--- config.mk ---
export PLATFORM = sky130hd
export DESIGN_NAME = alu_arbiter_flat
export DESIGN_NICKNAME = d
export VERILOG_FILES = /design/src/rtl/alu_arbiter_if.sv /design/src/rtl/alu_arbiter.sv /design/src/flat_wrapper.sv
export SDC_FILE = /design/constraint.sdc
export NUM_CORES = 1
export LEC_CHECK = 0
export ABC_AREA = 0
export BUFFER_PORTS_ARGS = -buffer_cell sky130_fd_sc_hd__clkbuf_2
export CAP_MARGIN = 20
export CORE_ASPECT_RATIO = 1.25
export CORE_UTILIZATION = 52
export CTS_BUF_LIST = sky130_fd_sc_hd__clkbuf_8 sky130_fd_sc_hd__clkbuf_16
export CTS_CLUSTER_SIZE = 8
export DETAILED_ROUTE_END_ITERATION = 16
export GPL_ROUTABILITY_DRIVEN = 0
export GPL_TIMING_DRIVEN = 0
export PLACE_DENSITY = 0.85
export SYNTH_ARGS = -nofsm -noshare
export SYNTH_HDL_FRONTEND = slang
export SYNTH_SLANG_ARGS = --single-unit
export TNS_END_PERCENT = 10
--- constraint.sdc ---
create_clock -name clk -period 2.7 [get_ports clk]
set_input_delay 0.54 -clock clk [delete_from_list [all_inputs] [get_ports clk]]
set_output_delay 0.54 -clock clk [all_outputs]
set_load 0.01 [all_outputs]
--- src/rtl/alu_arbiter_if.sv ---
// alu_arbiter_if: requester-side and shared-ALU-side signals of the two-port ALU arbiter.
interface alu_arbiter_if;
    logic        req0, req1;
    logic [1:0]  sel0, sel1;
    logic [7:0]  x0, y0, x1, y1;
    logic        gnt0, gnt1, done0, done1;
    logic [15:0] result;
    logic        err;
    logic        alu_start;
    logic [1:0]  alu_sel;
    logic [7:0]  alu_x, alu_y;
    logic        alu_finish;
    logic [15:0] alu_result;
    modport slave (
        input  req0, req1, sel0, sel1, x0, y0, x1, y1, alu_finish, alu_result,
        output gnt0, gnt1, done0, done1, result, err, alu_start, alu_sel, alu_x, alu_y
    );
    modport master (
        output req0, req1, sel0, sel1, x0, y0, x1, y1, alu_finish, alu_result,
        input  gnt0, gnt1, done0, done1, result, err, alu_start, alu_sel, alu_x, alu_y
    );
endinterface

--- src/rtl/alu_arbiter.sv ---
// alu_arbiter: round-robin sharing of one multi-cycle ALU between two requesters, with timeout abort.
module alu_arbiter #(
    parameter int TIMEOUT = 63
) (
    input logic          clk,
    input logic          rst_n,
    alu_arbiter_if.slave bus
);
    localparam int CW = $clog2(TIMEOUT + 2);
    typedef enum logic [2:0] {IDLE, LAUNCH, WAIT_BUSY, WAIT_DONE, RESP} state_t;
    state_t        state;
    logic          last_grant, owner, win, expired;
    logic [CW-1:0] cnt;
    // a tie goes to whoever was not served last; a lone request always wins
    assign win = (bus.req0 && bus.req1) ? !last_grant : bus.req1;
    assign expired = cnt == CW'(TIMEOUT);
    always_ff @(posedge clk or negedge rst_n) begin
        if (!rst_n) begin
            state         <= IDLE;
            last_grant    <= 1'b1;
            owner         <= 1'b0;
            cnt           <= '0;
            bus.gnt0      <= 1'b0;
            bus.gnt1      <= 1'b0;
            bus.done0     <= 1'b0;
            bus.done1     <= 1'b0;
            bus.result    <= '0;
            bus.err       <= 1'b0;
            bus.alu_start <= 1'b0;
            bus.alu_sel   <= '0;
            bus.alu_x     <= '0;
            bus.alu_y     <= '0;
        end else begin
            bus.gnt0      <= 1'b0;
            bus.gnt1      <= 1'b0;
            bus.done0     <= 1'b0;
            bus.done1     <= 1'b0;
            bus.alu_start <= 1'b0;
            case (state)
                IDLE: if (bus.alu_finish && (bus.req0 || bus.req1)) begin
                    state         <= LAUNCH;
                    owner         <= win;
                    last_grant    <= win;
                    bus.alu_sel   <= win ? bus.sel1 : bus.sel0;
                    bus.alu_x     <= win ? bus.x1 : bus.x0;
                    bus.alu_y     <= win ? bus.y1 : bus.y0;
                    bus.gnt0      <= !win;
                    bus.gnt1      <= win;
                    bus.alu_start <= 1'b1;
                end
                LAUNCH: begin
                    state <= WAIT_BUSY;
                    cnt   <= '0;
                end
                WAIT_BUSY, WAIT_DONE: begin
                    cnt <= cnt + 1'b1;
                    // expiry wins over an ALU completion seen in the same cycle
                    if (expired || (state == WAIT_DONE && bus.alu_finish)) begin
                        state      <= RESP;
                        bus.result <= expired ? 16'h0000 : bus.alu_result;
                        bus.err    <= expired;
                        bus.done0  <= !owner;
                        bus.done1  <= owner;
                    end else if (!bus.alu_finish) begin
                        state <= WAIT_DONE;
                    end
                end
                RESP: state <= IDLE;
                default: state <= IDLE;
            endcase
        end
    end
endmodule
--- src/flat_wrapper.sv ---
// flat-port wrapper written by rule: the top's interface ports become plain ports
module alu_arbiter_flat 
#(
    parameter int TIMEOUT = 63
)
  (clk, rst_n, bus_req0, bus_req1, bus_sel0, bus_sel1, bus_x0, bus_y0, bus_x1, bus_y1, bus_alu_finish, bus_alu_result, bus_gnt0, bus_gnt1, bus_done0, bus_done1, bus_result, bus_err, bus_alu_start, bus_alu_sel, bus_alu_x, bus_alu_y);
  alu_arbiter_if bus_i ();
  input logic clk;
  input logic rst_n;
  input wire logic [$bits(bus_i.req0)-1:0] bus_req0;
  input wire logic [$bits(bus_i.req1)-1:0] bus_req1;
  input wire logic [$bits(bus_i.sel0)-1:0] bus_sel0;
  input wire logic [$bits(bus_i.sel1)-1:0] bus_sel1;
  input wire logic [$bits(bus_i.x0)-1:0] bus_x0;
  input wire logic [$bits(bus_i.y0)-1:0] bus_y0;
  input wire logic [$bits(bus_i.x1)-1:0] bus_x1;
  input wire logic [$bits(bus_i.y1)-1:0] bus_y1;
  input wire logic [$bits(bus_i.alu_finish)-1:0] bus_alu_finish;
  input wire logic [$bits(bus_i.alu_result)-1:0] bus_alu_result;
  output wire logic [$bits(bus_i.gnt0)-1:0] bus_gnt0;
  output wire logic [$bits(bus_i.gnt1)-1:0] bus_gnt1;
  output wire logic [$bits(bus_i.done0)-1:0] bus_done0;
  output wire logic [$bits(bus_i.done1)-1:0] bus_done1;
  output wire logic [$bits(bus_i.result)-1:0] bus_result;
  output wire logic [$bits(bus_i.err)-1:0] bus_err;
  output wire logic [$bits(bus_i.alu_start)-1:0] bus_alu_start;
  output wire logic [$bits(bus_i.alu_sel)-1:0] bus_alu_sel;
  output wire logic [$bits(bus_i.alu_x)-1:0] bus_alu_x;
  output wire logic [$bits(bus_i.alu_y)-1:0] bus_alu_y;
  assign bus_i.req0 = bus_req0;
  assign bus_i.req1 = bus_req1;
  assign bus_i.sel0 = bus_sel0;
  assign bus_i.sel1 = bus_sel1;
  assign bus_i.x0 = bus_x0;
  assign bus_i.y0 = bus_y0;
  assign bus_i.x1 = bus_x1;
  assign bus_i.y1 = bus_y1;
  assign bus_i.alu_finish = bus_alu_finish;
  assign bus_i.alu_result = bus_alu_result;
  assign bus_gnt0 = bus_i.gnt0;
  assign bus_gnt1 = bus_i.gnt1;
  assign bus_done0 = bus_i.done0;
  assign bus_done1 = bus_i.done1;
  assign bus_result = bus_i.result;
  assign bus_err = bus_i.err;
  assign bus_alu_start = bus_i.alu_start;
  assign bus_alu_sel = bus_i.alu_sel;
  assign bus_alu_x = bus_i.alu_x;
  assign bus_alu_y = bus_i.alu_y;
  alu_arbiter #(.TIMEOUT(TIMEOUT)) u_core (.clk(clk), .rst_n(rst_n), .bus(bus_i));
endmodule
### Word level (Yosys, flattened, before mapping)

Cells that the tools add are included.

| operators by class | value |
|---|---|
| add/subtract/negate cells | 1 |
| reduce and logical (&&, ||, !) cells | 14 |
| equality and inequality tests | 6 |
| multiplexer cells | 20 |

Operators with widths:

| cell | count |
|---|---|
| $mux 16 | 1 |
| $mux 8 | 2 |
| $pmux 7 s2 | 1 |
| $mux 1 | 11 |
| $mux 3 | 3 |
| $pmux 3 s3 | 1 |
| $add 7x1->7 const B | 1 |
| $eq 7x6->1 const B | 1 |
| $eq 3x2->1 const B | 2 |
| $reduce_and 2->1 | 3 |
| $eq 3x1->1 const B | 1 |
| $logic_and 1x1->1 | 3 |
| $logic_not 1->1 | 3 |
| $logic_not 3->1 | 1 |
| $ne 3x2->1 const B | 1 |
| $logic_or 1x1->1 | 2 |
| $mux 2 | 1 |
| $ne 2x1->1 const B | 1 |
| $reduce_bool 2->1 | 1 |
| $reduce_or 2->1 | 1 |

| storage, ports and cells | value |
|---|---|
| output and inout bits | 40 |
| word-level logic and storage cells | 55 |
| input port bits | 57 |
| bits in registers | 52 |

### Depth between registers and ports, before layout

| depth | value |
|---|---|
| depth after elaboration | 5 |
| gate-level depth with buffers | 6 |
| depth with buffers taken out | 4 |

### Worst setup path before layout

No wires, ideal clock.

| timing | value |
|---|---|
| path kind | in2reg |
| from | input port bus_req1 |
| to | register u_core.bus.alu_x[1] |
| data arrival time | 1.546 ns |
| stages on the path | 4 |
| path slack | 1.029 ns |
| setup time | 0.125 ns |
| buffers on the path | 1 |
| data required time | 2.575 ns |
| cells stage by stage | a21boi_2 -> buf_2 -> mux2_2 -> mux2_2 |

| between the ends | value |
|---|---|
| longest elaborated chain between the ends | 3 |
| elaborated cells on any way between the ends | 6 |
| classes of those cells | mux: 2; reduce/logical: 4 |

RTL lines:

| what | RTL line | source |
|---|---|---|
| from (decl) | flat_wrapper.sv:11 | `input wire logic [$bits(bus_i.req1)-1:0] bus_req1;` |
| $logic_and 1x1->1 or $logic_or 1x1->1 (tied branches) | alu_arbiter.sv:15, alu_arbiter.sv:40 |  |
| $mux 1 or $logic_and 1x1->1 (tied branches) | alu_arbiter.sv:15, alu_arbiter.sv:40 |  |
| $mux 8 or $reduce_and 2->1 (tied branches) | -- |  |
| to (signal assigned) | alu_arbiter.sv:45 | `bus.alu_x <= win ? bus.x1 : bus.x0;` |
| to (decl) | alu_arbiter_if.sv:16 | `output gnt0, gnt1, done0, done1, result, err, alu_start, alu_sel, alu_x, alu_y` |

Parallel ways exist; a longest one is shown, timed or not.
A chain may end at the register's enable or synchronous reset.

### Final worst setup path

| timing | value |
|---|---|
| from | register u_core.cnt[0] |
| to | register u_core.bus.result[11] |

| between the ends | value |
|---|---|
| longest elaborated chain between the ends | 3 |
| elaborated cells on any way between the ends | 4 |
| classes of those cells | eq/ne: 1; mux: 1; reduce/logical: 2 |

RTL lines:

| what | RTL line | source |
|---|---|---|
| from (decl) | alu_arbiter.sv:13 | `logic [CW-1:0] cnt;` |
| from (signal assigned) | alu_arbiter.sv:56 | `cnt <= cnt + 1'b1;` |
| $eq 7x6->1 * | alu_arbiter.sv:16 | `assign expired = cnt == CW'(TIMEOUT);` |
| $logic_or 1x1->1 | alu_arbiter.sv:58 | `if (expired \|\| (state == WAIT_DONE && bus.alu_finish)) begin` |
| $reduce_and 2->1 (no source line) | -- |  |
| to (signal assigned) | alu_arbiter.sv:60 | `bus.result <= expired ? 16'h0000 : bus.alu_result;` |
| to (decl) | alu_arbiter_if.sv:16 |  |

Mark *: on every way between the ends. The rest lies on a longest branch, timed or not.

==> summary.txt <==
CP arrival: 1.94 ns
CTS tree: done
non-filler cells, final: 364
outcome: complete, no violations
deepest clock path buffer count: 2
Final Skew: 0.00725 ns
crit path max-delay cell type: nor2_1
leakage: 1.52 nW
Comb pwr share: 0.404
Worst-path clk slew: 0.09 ns
adder-cell share of the synthesized area: 0.00520
CP delay by family, top: simple AND/OR/NAND/NOR gates
endpoint type of the worst setup path: flop
largest family of logic cells by synthesized area: multiplexers
layout cells sized above 1: 0.526
final-report hold violation count: 0
sequential power share: 0.449
slew of the pin with the lowest slew margin: 0.569 ns
Die Wd: 62.9 um
Yosys reg bits: 52
DRT antenna net count: 0
DRC: 0
iteration count of the initial detailed-routing pass: 4
GRT Total Usage: 0.210
Peak VDD IR: 468 uV
Synth Cell Area: 2410 um2
Worst-Skew Late Latency: 0.30 ns
IO Count: 97
setup TNS: 0 ns
Sw Pwr: 1.03 mW
drt initial violations: 34
Starting Density: 0.544
# diodes: 0
H-tree Lvls: 2
count of cell types in the netlist: 38
antenna violations before repair: 0
Slew headroom: 0.620
post-cts resize count: 0
first-pass GRT wire length: 7.99 mm
Mean Syn Cell Area: 12.0 um2
post-synthesis xor/xnor area fraction: 0
pin count of the biggest net entering global routing: 31
# port buffers: 96
CTS sink cnt: 52
Post-CTS Setup Bufs: 0
simple-gate share of the synthesized area: 0.128
Final HPWL DP: 3.64 mm
RSZ-0062 raised after global routing: no
Worst Path Required: 2.89 ns
Worst setup SP type: flop
GRT overflow: 0
minimum clock period: 1.75 ns
Seq/Total Area, Yosys: 0.541
clock share of power: 0.146
Syn-to-layout area delta: 27.4%
nets: 363
Mapped Cells: 201
max-cap violation count: 0
Post-DP Area: 2980 um2
switch share: 0.353
max-slew violation count: 0
die height: 78.1 um
placed insts: 356
vias per cell: 5.20
root cell of the clock tree: clkbuf_8
mux cell area share after synthesis: 0.187
Mapped Nets: 259
final period utilization: 0.648
num rows: 27
# setup viols final: 0
Num CTS Buffers: 5
Post-Route WL: 4.81 mm
YS warnings: 0
CP Max Fanout: 10
Compound-Gate Fraction of Synth Area: 0.0956
largest stage delay on the critical path: 0.44 ns
power density cells: 950 nW/um2
upper clock frequency limit: 572 MHz
die area: 4910 um2
P_int: 1.89 mW
worst setup path class: reg2reg
Hold Path Class: in2async
vias in the first global route: 1801
Final Core Density: 0.693
CP Cell Sequence: ha_1 -> nand3_2 -> nor2_1 -> buf_4 -> o22ai_1
routed via count: 1894
cts-stage hold buffer count: 0
Buf/Inv on CP: 1
Final Instance Area: 3070 um2
wire per inst: 13.2 um
core area: 4430 um2
==> cell type report <==
class / instances / area [um2]
clock inverter: 3 / 18.8
buffer: 13 / 101
inverter: 1 / 3.75
sequential: 52 / 1300
multi-input combinational: 135 / 1000
clock buffer: 5 / 68.8
tap: 58 / 72.6
timing repair buffer: 97 / 500
fill: 328 / 1360
==> stage by stage <==
stage	setup slack [ns]	hold slack, ns	total power [mW]
final	0.951	0.214	2.91
after global routing	0.777	0.249	3.13
after CTS	0.929	0.224	2.95
after detailed placement	0.778	0.444	2.51
after global placement	0.822	0.440	2.45
after floorplan	1.03	0.244	2.05
==> cells in the mapped netlist, drive strengths merged <==
cell    count  share of area
nand2b      2         0.0052
a21oi       3         0.0078
o311ai      2         0.0073
inv         1         0.0016
o22ai      16          0.042
dfstp       1          0.011
a21boi      3          0.012
o41ai       1         0.0036
nor3        2         0.0088
and2        1         0.0026
buf        10          0.037
a22o        2         0.0073
o21bai      1         0.0031
or3         3         0.0099
mux2       39           0.18
nand2      41          0.064
clkbuf      3         0.0052
nand4b      1         0.0036
nand3b      1         0.0031
and4b       1         0.0042
ha          1         0.0052
nand3       3         0.0083
nor2        2         0.0031
o21ai       6          0.012
or3b        1         0.0036
mux2i       1         0.0042
nor4        1         0.0088
dfrtp      51           0.53
nor2b       1         0.0026
==> worst paths after layout <==
| check | end | slack, ns | startpoint | depth (start not counted) |
|---|---|---|---|---|
| setup / recovery | u_core.bus.result[11]$_DFFE_PN0P_ | 0.95 | u_core.cnt[0]$_DFFE_PN0P_ | 5 |
| hold / removal | u_core.bus.alu_x[0]$_DFFE_PN0P_ | 0.21 | rst_n | 1 |
| setup reg to reg | u_core.bus.result[11]$_DFFE_PN0P_ | 0.95 | u_core.cnt[0]$_DFFE_PN0P_ | 5 |
| hold reg to reg | u_core.bus.done0$_DFF_PN0_ | 0.44 | u_core.owner$_DFFE_PN0P_ | 1 |
| max in group asynchronous | u_core.last_grant$_DFFE_PN1P_ | 1.87 | rst_n | 2 |
| min in group clk | u_core.bus.done0$_DFF_PN0_ | 0.44 | u_core.owner$_DFFE_PN0P_ | 1 |
==> routing by layer <==
layer  routed length [um]  GRT usage  up-vias
li1                     -          -      918
met1                 2020      0.250      887
met2                 2430      0.366       79
met3                  245     0.0436       10
met4                  121     0.0907        0
met5                    0          0        -
==> sequential cells by signal, indices dropped and copies added (netlist names), 2 cells and up <==
name and count:
u_core.bus.alu_sel 2, u_core.bus.alu_x 8, u_core.bus.alu_y 8, u_core.bus.result 16
u_core.cnt 7, u_core.state 3
==> placed cells by master, fill, tap and decap left out, types with 2 or more instances in the layout <==
cell type	count
clkbuf_1	2
clkinv_2	2
nand2_1	41
nand2b_1	2
a22o_1	2
o311ai_0	2
buf_2	2
buf_4	3
clkbuf_8	5
o21ai_0	6
buf_6	5
mux2_2	36
or3_1	2
a21oi_1	2
nor2_1	2
clkbuf_2	97
a21boi_2	2
nand3_1	2
dfrtp_1	51
o22ai_1	16
mux2_1	3
==> cells by family after synthesis <==
kind of cell,count (synthesis)
buf+inv,14
compound gates,34
flops,52
fa+ha+maj,1
simple gates,60
mux,40
==> power groups by stage <==
stage | Sequential [mW] | Clock (mW) | Combinational [mW]
3_3_place_gp | 1.30 | 0 | 1.14
5_1_grt | 1.35 | 0.477 | 1.30
3_5_place_dp | 1.32 | 0 | 1.19
4_1_cts | 1.31 | 0.442 | 1.20
2_1_floorplan | 1.42 | 0 | 0.630
6_report | 1.31 | 0.427 | 1.18
Note: power is estimated with default switching activity, not from simulation.
